[src/rtl/regfile_pkg.sv]
// Shared types, defaults and helpers for the multi-port integer register file.
// Optional same-cycle write bypass is selected with REGFILE_BYPASS_EN.
package regfile_pkg;

    localparam int unsigned XLEN_DEF     = 32;
    localparam int unsigned NUM_REGS_DEF = 32;

    typedef enum logic {
        CLEAR,
        RUN
    } st_e;

    // True when addr names an existing register (handles non power-of-two counts).
    function automatic logic rf_in_range(input logic [31:0] addr, input int unsigned n);
        return addr < n;
    endfunction

endpackage

[src/rtl/rf_read_port.sv]
// One combinational read port: zero/range/ready gating plus optional WB bypass.
// Bypass path exists only when REGFILE_BYPASS_EN is defined.
module rf_read_port
    import regfile_pkg::*;
#(
    parameter int unsigned XLEN     = XLEN_DEF,
    parameter int unsigned NUM_REGS = NUM_REGS_DEF,
    parameter int unsigned AW       = $clog2(NUM_REGS)
) (
`ifdef REGFILE_BYPASS_EN
    input  logic            byp_en,
    input  logic [AW-1:0]   waddr,
    input  logic [XLEN-1:0] wdata,
`endif
    input  logic            ready,
    input  logic [AW-1:0]   raddr,
    input  logic [XLEN-1:0] regs [NUM_REGS],
    output logic [XLEN-1:0] rdata_c
);

    always_comb begin
        rdata_c = '0;
        if (ready && (raddr != '0) && rf_in_range(32'(raddr), NUM_REGS)) begin
            rdata_c = regs[raddr];
`ifdef REGFILE_BYPASS_EN
            if (byp_en && (raddr == waddr)) begin
                rdata_c = wdata;
            end
`endif
        end
    end

endmodule

[src/rtl/regfile_mp.sv]
// Parametrised ID-stage register file with post-reset clear sequencer and ready handshake.
// Define REGFILE_BYPASS_EN for same-cycle write-to-read forwarding.
module regfile_mp
    import regfile_pkg::*;
#(
    parameter int unsigned XLEN     = XLEN_DEF,
    parameter int unsigned NUM_REGS = NUM_REGS_DEF,
    parameter int unsigned NUM_RD   = 2,
    parameter int unsigned AW       = $clog2(NUM_REGS)
) (
    input  logic                   clk,
    input  logic                   reset,
    input  logic [NUM_RD*AW-1:0]   raddr,
    output logic [NUM_RD*XLEN-1:0] rdata,
    input  logic                   we,
    input  logic [AW-1:0]          waddr,
    input  logic [XLEN-1:0]        wdata,
    output logic                   ready,
    input  logic                   clr_req
);

    localparam logic [AW-1:0] LAST_IDX = AW'(NUM_REGS - 1);

    st_e             state_q, state_d;
    logic [AW-1:0]   clr_idx_q, clr_idx_d;
    logic            ready_q, ready_d;

    logic [XLEN-1:0] mem_q [NUM_REGS];
    logic            wr_en;
    logic [AW-1:0]   wr_addr;
    logic [XLEN-1:0] wr_data;
    logic            wr_ok;

    assign wr_ok = we && ready_q && (waddr != '0) && rf_in_range(32'(waddr), NUM_REGS);
    assign ready = ready_q;

    // Clear sequencer and write-port arbitration; clear has priority over WB writes.
    always_comb begin
        state_d   = state_q;
        clr_idx_d = clr_idx_q;
        ready_d   = ready_q;
        wr_en     = 1'b0;
        wr_addr   = waddr;
        wr_data   = wdata;
        case (state_q)
            CLEAR: begin
                wr_en     = 1'b1;
                wr_addr   = clr_idx_q;
                wr_data   = '0;
                clr_idx_d = clr_idx_q + AW'(1);
                if (clr_idx_q == LAST_IDX) begin
                    ready_d = 1'b1;
                    state_d = RUN;
                end
            end
            RUN: begin
                if (clr_req) begin
                    state_d   = CLEAR;
                    clr_idx_d = AW'(1);
                    ready_d   = 1'b0;
                end else if (wr_ok) begin
                    wr_en = 1'b1;
                end
            end
            default: begin
                state_d = CLEAR;
            end
        endcase
    end

    always_ff @(posedge clk or posedge reset) begin
        if (reset) begin
            state_q   <= CLEAR;
            clr_idx_q <= AW'(1);
            ready_q   <= 1'b0;
        end else begin
            state_q   <= state_d;
            clr_idx_q <= clr_idx_d;
            ready_q   <= ready_d;
        end
    end

    // Storage is deliberately not reset; the clear sequence zeroes it before ready.
    always_ff @(posedge clk) begin
        if (wr_en) begin
            mem_q[wr_addr] <= wr_data;
        end
    end

`ifdef REGFILE_BYPASS_EN
    logic byp_en;
    assign byp_en = wr_ok;
`endif

    for (genvar i = 0; i < int'(NUM_RD); i++) begin : g_rd
        rf_read_port #(
            .XLEN     (XLEN),
            .NUM_REGS (NUM_REGS),
            .AW       (AW)
        ) u_rd (
`ifdef REGFILE_BYPASS_EN
            .byp_en   (byp_en),
            .waddr    (waddr),
            .wdata    (wdata),
`endif
            .ready    (ready_q),
            .raddr    (raddr[i*AW +: AW]),
            .regs     (mem_q),
            .rdata_c  (rdata[i*XLEN +: XLEN])
        );
    end

endmodule

[config.mk]
export PLATFORM = sky130hd
export DESIGN_NAME = regfile_mp
export DESIGN_NICKNAME = d
export VERILOG_FILES = /design/src/rtl/regfile_pkg.sv /design/src/rtl/rf_read_port.sv /design/src/rtl/regfile_mp.sv
export SDC_FILE = /design/constraint.sdc
export NUM_CORES = 1
export LEC_CHECK = 0
export CORE_ASPECT_RATIO = 2
export CORE_MARGIN = 3
export CORE_UTILIZATION = 50
export CTS_CLUSTER_DIAMETER = 120
export DETAILED_ROUTE_END_ITERATION = 8
export PLACE_DENSITY = 0.67
export SLEW_MARGIN = 20
export SYNTH_ARGS = -nofsm -noshare
export SYNTH_HDL_FRONTEND = slang
export SYNTH_SLANG_ARGS = --single-unit
[constraint.sdc]
create_clock -name clk -period 3.5 [get_ports clk]
set_input_delay 0.35 -clock clk [delete_from_list [all_inputs] [get_ports clk]]
set_output_delay 0.35 -clock clk [all_outputs]
set_load 0.005 [all_outputs]
==> summary.md <==
| Metric | Value |
|---|---|
| Share of cells above drive strength 1 | `0.296` |
| First-pass detailed-route iteration total | `6` |
| CP Class | `flip-flop to output pin` |
| Core ar. | `0.0955 mm^2` |
| Most frequent cells in the layout | `edfxtp_1 (1024), mux4_2 (384), mux2i_1 (353), buf_4 (115), clkdlybuf4s50_1 (107)` |
| Clk pin slew, worst setup/hold paths | `60 ps` |
| Final WL | `153 mm` |
| YS warnings | `0` |
| H-tree depth | `3` |
| Max Root-Sink Buffers | `3` |
| IO Pins | `116` |
| Reg2Reg Setup Slack | `640 ps` |
| Worst rel slew slack | `0.178` |
| CP required | `3150 ps` |
| HP Class | `primary input to flip-flop` |
| Fmax | `0.290 GHz` |
| Synthesized area per cell | `18.8 um^2` |
| Clock buffer count from CTS | `89` |
| Cell mode on critical path | `buf_4` |
| Min-delay src | `clr_req` |
| WHS | `366 ps` |
| Vias | `28600` |
| Grt total ovfl | `0` |
| Horiz. Die Dim | `226 um` |
| Post-synthesis net count | `2621` |
| Setup_tns | `0 ps` |
| Final period util | `0.986` |
| Vias in the first global route | `30200` |
| FF+latch count, synth | `1031` |
| Crit path max-delay cell type | `clkdlybuf4s50_1` |
| Nets | `2797` |
| Final min period | `3450 ps` |
| Critical path startpoint | `ready` |
| Startpoint types | `flip-flop` |
| First-pass GRT wire length | `219 mm` |
| Sequential fraction of the synthesis area | `0.639` |
| # port buffers | `115` |
| Max Cap Viol | `0` |
| Initial antenna violation count | `4` |
| Mapped Cells | `2568` |
| Reg2Reg Launch Point | `state_q` |
| Die H | `446 um` |
| Hpwl dp | `90.3 mm` |
| Max incr delay on CP | `530 ps` |
| Largest net degree at the start of global routing | `69` |
| First DRT Iteration DRCs | `3659` |
| Most common cell after layout, fill and taps aside | `edfxtp_1` |
| Delay-heaviest family, CP | `buffers and inverters` |
| Area added between synthesis and finish | `14.6%` |
| Post-CTS setup repair buffer count | `0` |
| P_leak | `18.5 nW` |
| DRC Markers | `0` |
| Utilization after layout | `0.581` |
| Worst slew pin tran | `1230 ps` |
| Setup violators final | `0` |
| Clk root buf | `clkbuf_16` |
| Gpl congestion | `0.832` |
| CP arrival | `3100 ps` |
| RSZ-0062 raised after global routing | `no` |
| Final Hold Viols | `0` |
| Pwr dens | `610 mW/mm^2` |
| Clock sinks | `1031` |
| Worst Path Max Fanout | `17` |
| Rows | `160` |
| Fillers | `6980` |
| Distinct cells, synth | `50` |
| CTS tree | `done` |
| Antenna Nets Post-Route | `0` |
| Run status | `finished, final reports clean` |
| Post-DR vias/cell | `7.10` |
| Max VDD drop | `0.418 mV` |
| Critical path buffer and inverter count | `4` |
| Critical path endpoint category | `output pin` |
| Avg WL per Cell | `38.1 um` |
| Worst-skew pair later-pin latency | `700 ps` |
| Skew final | `23.6 ps` |
| Pins Over Slew Limit | `0` |
| Post-Syn Area | `0.0484 mm^2` |
| Die ar. | `0.101 mm^2` |
| Initial Util | `0.507` |
| Critical path, cell by cell | `buf_4 > nand3_2 > buf_4 > buf_4 > o221ai_1 > clkdlybuf4s50_1` |
| Total Routing Usage GR | `0.309` |
==> layout make-up <==
type                    instances  area [um^2]  area share
well taps                    1215         1520      0.0274
flip-flops and latches       1031        30900       0.558
clock buffers                 109         2340      0.0423
repair buffers                295         3350      0.0604
inverters                       6         22.5    0.000406
multi-input cells            1321        16700       0.301
clock inverters                52          592      0.0107
diodes                          1         2.50   0.0000451
==> sequential cells by signal, summed over array words and instances (netlist names) <==
register	cells
clr_idx_q	5
state_q	1
mem_q	1024
ready	1
==> worst register-to-register path, delay by kind of cell (launching register included) <==
kind	cells	cell delay, ps
simple gates	1	590
compound gates	2	870
flops	1	540
buf+inv	2	530
==> kinds of logic after synthesis <==
logic type,after synthesis,share of synthesized area
xor+xnor,1,0.000181
simple gates,235,0.0235
fa+ha+maj,2,0.000517
buf+inv,216,0.0224
compound gates,297,0.0510
flops,1031,0.639
mux,786,0.263
==> timing repair <==
item,4_1_cts,5_1_grt
resized for setup,1,0
hold buffers,1,0
hold endpoints to repair,6,0
setup endpoints to repair,2,0
==> metrics by stage <==
step	power (W)	std cells	worst slack, ps	cell area [um^2]
2_1_floorplan	0.0198	2568	282	48400
3_3_place_gp	0.0235	3866	207	52500
3_5_place_dp	0.0238	3867	219	52500
4_1_cts	0.0338	4029	2.83	55400
5_1_grt	0.0347	4030	19.5	55400
6_report	0.0338	4030	47.3	55400
==> path summary, 6_finish.rpt <==
kind                           endpoint  cells after the start
max in group asynchronous  clr_idx_q[0]                      3
setup / recovery              rdata[44]                      6
min in group asynchronous  clr_idx_q[4]                      3
setup reg to reg             mem_q[649]                      5
hold / removal                    ready                      2
hold reg to reg            clr_idx_q[0]                      2
==> cells in the mapped netlist (all sizes together) <==
cell type  count  area (um^2)
a221oi        32          418
clkbuf        76          289
xor2           1         8.76
o22ai          2         12.5
dfrtp          6          150
o2bb2ai        2         17.5
o22a          24          210
nand3b         4         30.0
o211ai         2         15.0
o21ai          6         30.0
ha             2         25.0
nand4          8         50.1
nor2          37          139
a211oi        33          273
nand2b         2         12.5
and3           1         6.26
and3b          2         17.5
o21bai         3         22.5
dfstp          1         26.3
nor3           3         15.0
o221ai        88          771
or4b           1         10.0
o32a           1         10.0
inv            6         22.5
mux2          49          563
mux2i        353         3530
edfxtp      1024        30700
a22oi         16          120
buf          134          771
or3b           2         17.5
nand2         77          289
nor4b          1         8.76
nand3         52          260
a31oi          1         6.26
nor2b          8         50.1
a21oi         52          260
a2bb2oi       32          280
and2          35          219
o31ai          2         15.0
or3            2         12.5
a22o           1         8.76
mux4         384         8650
==> metal layers <==
| metal | vias to the layer above | wire [um] | global-route usage |
|---|---|---|---|
| li1 | 11300 | - | - |
| met1 | 15100 | 52700 | 0.386 |
| met2 | 1762 | 77200 | 0.520 |
| met3 | 473 | 14100 | 0.0502 |
| met4 | 2 | 9470 | 0.162 |
| met5 | - | 13 | 0 |
==> power by group <==
part / leakage (nW) / internal [W] / total [W] / switching [W]
Clock: 1.43 / 0.00561 / 0.0102 / 0.00459
Combinational: 7.43 / 0.00280 / 0.00734 / 0.00454
Sequential: 9.61 / 0.0156 / 0.0163 / 0.000692
No activity file was read; power rests on OpenSTA's default activity.
